### config.mk
export PLATFORM = sky130hd
export DESIGN_NAME = misr_step
export DESIGN_NICKNAME = d
export VERILOG_FILES = /design/src/rtl/misr_step.sv
export SDC_FILE = /design/constraint.sdc
export NUM_CORES = 1
export LEC_CHECK = 0
export ABC_AREA = 0
export CAP_MARGIN = 20
export CORE_UTILIZATION = 23
export DETAILED_ROUTE_END_ITERATION = 8
export GPL_TIMING_DRIVEN = 1
export PLACE_DENSITY_LB_ADDON = 0.08
export SYNTH_ARGS = -nofsm -noshare
export SYNTH_HDL_FRONTEND = slang
export SYNTH_SLANG_ARGS = --single-unit
### constraint.sdc
create_clock -name vclk -period 2
set_clock_uncertainty 0.15 [all_clocks]
set_input_delay 0.3 -clock vclk [all_inputs]
set_output_delay 0.3 -clock vclk [all_outputs]
set_load 0.03 [all_outputs]
### src/rtl/misr_step.sv
// Purpose: fold a product word into SIG_WIDTH bits and advance the MISR by one step.
// Latency: purely combinational.
// Backpressure: none; the caller decides when the result is committed.
module misr_step #(
  parameter int          DATA_WIDTH = 30,
  parameter int          SIG_WIDTH  = 32,
  parameter logic [31:0] POLY       = 32'h04C11DB7
) (
  input  logic [SIG_WIDTH-1:0]  sig_cur,
  input  logic [DATA_WIDTH-1:0] data,
  output logic [SIG_WIDTH-1:0]  sig_next
);

  localparam int NCHUNK = (DATA_WIDTH + SIG_WIDTH - 1) / SIG_WIDTH;

  logic [NCHUNK*SIG_WIDTH-1:0] padded;
  logic [SIG_WIDTH-1:0]        folded;

  always_comb begin
    padded                   = '0;
    padded[DATA_WIDTH-1:0]   = data;
    folded                   = '0;
    for (int i = 0; i < NCHUNK; i++) begin
      folded = folded ^ padded[i*SIG_WIDTH +: SIG_WIDTH];
    end
    sig_next = {sig_cur[SIG_WIDTH-2:0], 1'b0}
             ^ (sig_cur[SIG_WIDTH-1] ? POLY[SIG_WIDTH-1:0] : '0)
             ^ folded;
  end

endmodule

==> results of run 1 <==
==> cells by family (layout without fill, tap and decap cells) <==
group,after synthesis,after routing
xor gates and xnor gates,30,30
buffers and inverters,3,92
==> path summary, 6_finish.rpt <==
| check | to | cells after the start |
|---|---|---|
| max | sig_next[26] | 3 |
| min | sig_next[30] | 0 |
==> what timing repair did <==
item	CTS	global route
hold endpoints to repair	0	0
endpoints found under the setup margin	13	0
resized for setup	69	0
==> cells in the final DEF, fill, tap and decap left out <==
cell	count
buf_2	12
buf_4	18
buf_6	2
clkdlybuf4s50_1	59
dlygate4sd2_1	1
xor2_1	17
xor3_1	8
xor3_4	5
==> area by class of cell <==
type                            count  area, µm²  share of cell area [%]
Multi-Input combinational cell     30        477                    35.9
Tap cell                           27       33.8                    2.54
Timing Repair Buffer               92        817                    61.5
==> worst max-delay path, cell delays in order <==
cell,delay [ns]
clkdlybuf4s50_1,0.46
xor3_4,0.46
buf_2,0.19
==> through the flow <==
step / hold slack, ns / worst slack, ns / power [mW] / utilization [%] / instance area, µm²
floorplan: 0.582 / 0.573 / 0.282 / - / 503
finish: 0.450 / 0.139 / 0.501 / 66.3 / 1330
detailed placement: 0.450 / -0.467 / 0.540 / 69.1 / 1380
global route: 0.450 / 0.101 / 0.526 / 66.3 / 1330
global placement: 0.450 / -0.449 / 0.538 / 69.1 / 1380
CTS: 0.450 / 0.134 / 0.506 / 66.3 / 1330
==> layer usage <==
layer  track usage (%)  up-vias  wire length [µm]
li1                  -      287                 -
met1              16.8      231               656
met2              28.7       51               837
met3              2.20        0               188
met4                 0        0                 0
met5                 0        -                 0
==> report_power, final <==
group / switching, mW / internal (mW)
combinational: 0.236 / 0.266
sequential: 0 / 0
clock: 0 / 0
==> flow_metrics.env, run 1 <==
export IMPL_yosys_area_share_simple_pct=0
export IMPL_drt_wl_total_um=1680
export IMPL_netlist_area_leader_share_pct=37.8
export IMPL_avgSynthCellArea_um2=15.2
export IMPL_final_nets=186
export IMPL_post_route_period_util_pct=93.0
export IMPL_grt_max_degree=11
export IMPL_stdcell_count=149
export IMPL_antenna_found_initial=0
export IMPL_ioPinCount=94
export IMPL_hold_class="input port to primary output"
export IMPL_post_cts_buffers=0
export IMPL_synth_largest_area_cell="xor3_1"
export IMPL_syn_nets=95
export IMPL_detail_route_antenna_nets=0
export IMPL_drv_slew=0
export IMPL_synth_top_family_by_area="XOR/XNOR gates"
export IMPL_vias=569
export IMPL_yosysMostFrequentCell="xor2_1"
export IMPL_criticalPathCategory="input port to primary output"
export IMPL_critical_path_startpoint="sig_cur[25]"
export IMPL_synthCells=33
export IMPL_setup_viol_count_final=0
export IMPL_area_growth_pct=164
export IMPL_nFlopsAndLatches=0
export IMPL_dp_hpwl_um=1540
export IMPL_powerDensity_nw_per_um2=378
export IMPL_grt_pass1_vias=580
export IMPL_worstSetupEndpointType="primary output"
export IMPL_outcome="complete, no violations"
export IMPL_grt_first_pass_wirelength_um=2760
export IMPL_tightest_slew_ns=0.170
export IMPL_synthMuxAreaShare_pct=0
export IMPL_synth_area_leaders="xor3_1 (38%), xor2_1 (30%), xor3_4 (27%), buf_4 (3.0%), buf_6 (2.2%)"
export IMPL_rsz0062_at_grt="no"
export IMPL_first_pass_iters=1
export IMPL_ir_drop_mv=0.209
export IMPL_synth_xor_area_share_pct=94.8
export IMPL_synth_adder_area_share_pct=0
export IMPL_seqCellArea_um2=0
export IMPL_max_slew_margin_pct=88.8
export IMPL_netlist_area_um2=503
export IMPL_hold_start="sig_cur[29]"
export IMPL_hold_buffers=0
export IMPL_start_util_pct=25.1
export IMPL_viasPerCell=3.82
export IMPL_fp_row_count=16
export IMPL_port_buffers=90
export IMPL_cp_start_kind="input port"
export IMPL_dp_cells=149
export IMPL_n_antenna_cell=0
export IMPL_crit_arrival_ns=1.41
export IMPL_core_area_um2=2000
export IMPL_routedWlPerCell_um=11.3
export IMPL_grt_usage_pct=14.4
export IMPL_drive_above_1_share_pct=30.3
export IMPL_crit_required_ns=1.55
export IMPL_ys_types=5
export IMPL_maxCapViolCount=0
export IMPL_synth_warnings=0
export IMPL_dieArea_um2=2380
export IMPL_p_leak_nw=0.660
export IMPL_crit_path_max_fanout=1
export IMPL_grt_remaining_overflow=0
export IMPL_die_h_um=48.8
export IMPL_clkbuf_count=0
export IMPL_synth_commonest_cells="xor2_1 (17), xor3_1 (8), xor3_4 (5), buf_4 (2), buf_6 (1)"
export IMPL_drc=0
export IMPL_tns_ns=0
export IMPL_synth_compound_area_share_pct=0
export IMPL_fp_dieW_um=48.8
export IMPL_seq_area_frac_synth_pct=0
export IMPL_fillers=169
export IMPL_fin_crit_ns=1.86
export IMPL_final_hold_viol_count=0
export IMPL_place_congestion=0.732
export IMPL_timing_fmax_mhz=537
export IMPL_drtIter0Drc=0
No activity file was read; power rests on OpenSTA's default activity.
==> run 2: changes to the inputs <==
REMOVE_ABC_BUFFERS = 1   (was default)
==> run 2 against run 1 <==
Sequential share of layout area unchanged. Worst hold slack hardly changed. Utilization up 1.6 points. Critical path depth unchanged. Total power grew 3.5%. Largest cell class unchanged. Highest routed layer is now met4.
==> flow_metrics.env, run 2 (synthesis gave the netlist of run 1 again) <==
export IMPL_vias=609
export IMPL_rsz0062_at_grt="no"
export IMPL_drt_wl_total_um=1800
export IMPL_crit_path_max_fanout=1
export IMPL_hold_buffers=0
export IMPL_dieArea_um2=2380
export IMPL_criticalPathCategory="input port to primary output"
export IMPL_drtIter0Drc=3
export IMPL_grt_max_degree=10
export IMPL_timing_fmax_mhz=504
export IMPL_crit_arrival_ns=1.53
export IMPL_detail_route_antenna_nets=0
export IMPL_start_util_pct=25.1
export IMPL_drc=0
export IMPL_layout_setup_ws_ns=0.0176
export IMPL_grt_pass1_vias=644
export IMPL_ir_drop_mv=0.211
export IMPL_routedWlPerCell_um=12.1
export IMPL_outcome="complete, no violations"
export IMPL_crit_required_ns=1.55
export IMPL_dp_hpwl_um=1650
export IMPL_first_pass_iters=4
export IMPL_seqCellArea_um2=0
export IMPL_hold_class="input port to primary output"
export IMPL_grt_usage_pct=15.0
export IMPL_maxCapViolCount=0
export IMPL_mostFrequentLayoutCells="clkdlybuf4s50_1 (59), buf_4 (18), xor2_1 (17)"
export IMPL_fillers=167
export IMPL_pre_cts_slack_ns=-0.462
export IMPL_worstSetupEndpointType="primary output"
export IMPL_core_area_um2=2000
export IMPL_area_growth_pct=170
export IMPL_viasPerCell=4.09
export IMPL_powerDensity_nw_per_um2=382
export IMPL_n_antenna_cell=0
export IMPL_cp_start_kind="input port"
export IMPL_layout_commonest_cell="clkdlybuf4s50_1"
export IMPL_utilization_pct=67.9
export IMPL_post_route_period_util_pct=99.1
export IMPL_fp_row_count=16
export IMPL_final_nets=186
export IMPL_die_h_um=48.8
export IMPL_fin_crit_ns=1.98
export IMPL_p_leak_nw=0.664
export IMPL_post_cts_buffers=0
export IMPL_grt_remaining_overflow=0
export IMPL_antenna_found_initial=0
export IMPL_grt_first_pass_wirelength_um=2840
export IMPL_port_buffers=90
export IMPL_tightest_slew_ns=0.192
export IMPL_ioPinCount=94
export IMPL_final_hold_viol_count=0
export IMPL_clkbuf_count=0
export IMPL_drive_above_1_share_pct=30.3
export IMPL_cts_resized=59
export IMPL_place_congestion=0.839
export IMPL_fp_dieW_um=48.8
export IMPL_setup_viol_count_final=0
export IMPL_nFlopsAndLatches=0
export IMPL_max_slew_margin_pct=87.3
export IMPL_drv_slew=0
-- run 2: cell types whose count changed in the layout (fill, tap and decap cells not counted) --
cell and delta:
clkdlybuf4s15_2 +5, buf_2 -5
-- run 2: path summary, 6_finish.rpt --
| check | endpoint | slack, ns | startpoint | cells after the start |
|---|---|---|---|---|
| worst max-delay path | sig_next[26] | 0.02 | sig_cur[25] | 3 |
| worst min-delay path | sig_next[30] | 0.45 | sig_cur[29] | 0 |
-- run 2: cell type report --
cell class                      count  area, µm²  share of cell area, %
Timing Repair Buffer               92        848                   62.4
Multi-Input combinational cell     30        477                   35.1
Tap cell                           27       33.8                   2.49
-- run 2: stage by stage --
step | TNS [ns] | power, mW | hold slack (ns) | instances | instance area [µm²]
2_1_floorplan | 0 | 0.270 | 0.450 | 30 | 477
3_3_place_gp | -5.54 | 0.539 | 0.450 | 149 | 1380
3_5_place_dp | -5.61 | 0.545 | 0.450 | 149 | 1380
4_1_cts | 0 | 0.523 | 0.450 | 149 | 1360
5_1_grt | 0 | 0.539 | 0.450 | 149 | 1360
6_report | 0 | 0.519 | 0.450 | 149 | 1360
-- run 2: power by group --
| part | total [mW] | switching, mW | internal [mW] |
|---|---|---|---|
| Combinational | 0.519 | 0.242 | 0.277 |
| Clock | 0 | 0 | 0 |
| Sequential | 0 | 0 | 0 |
-- run 2: worst max-delay path, cell delays in order --
cell and delay [ns]:
clkdlybuf4s50_1 0.46, xor3_4 0.47, clkdlybuf4s15_2 0.30
-- run 2: metal layers --
layer / vias to the layer above / part of all wire [%] / global-route usage (%)
li1: 287 / - / -
met1: 259 / 32 / 15.8
met2: 59 / 54 / 29.4
met3: 4 / 12 / 3.77
met4: 0 / 2.1 / 3.43
met5: - / 0 / 0
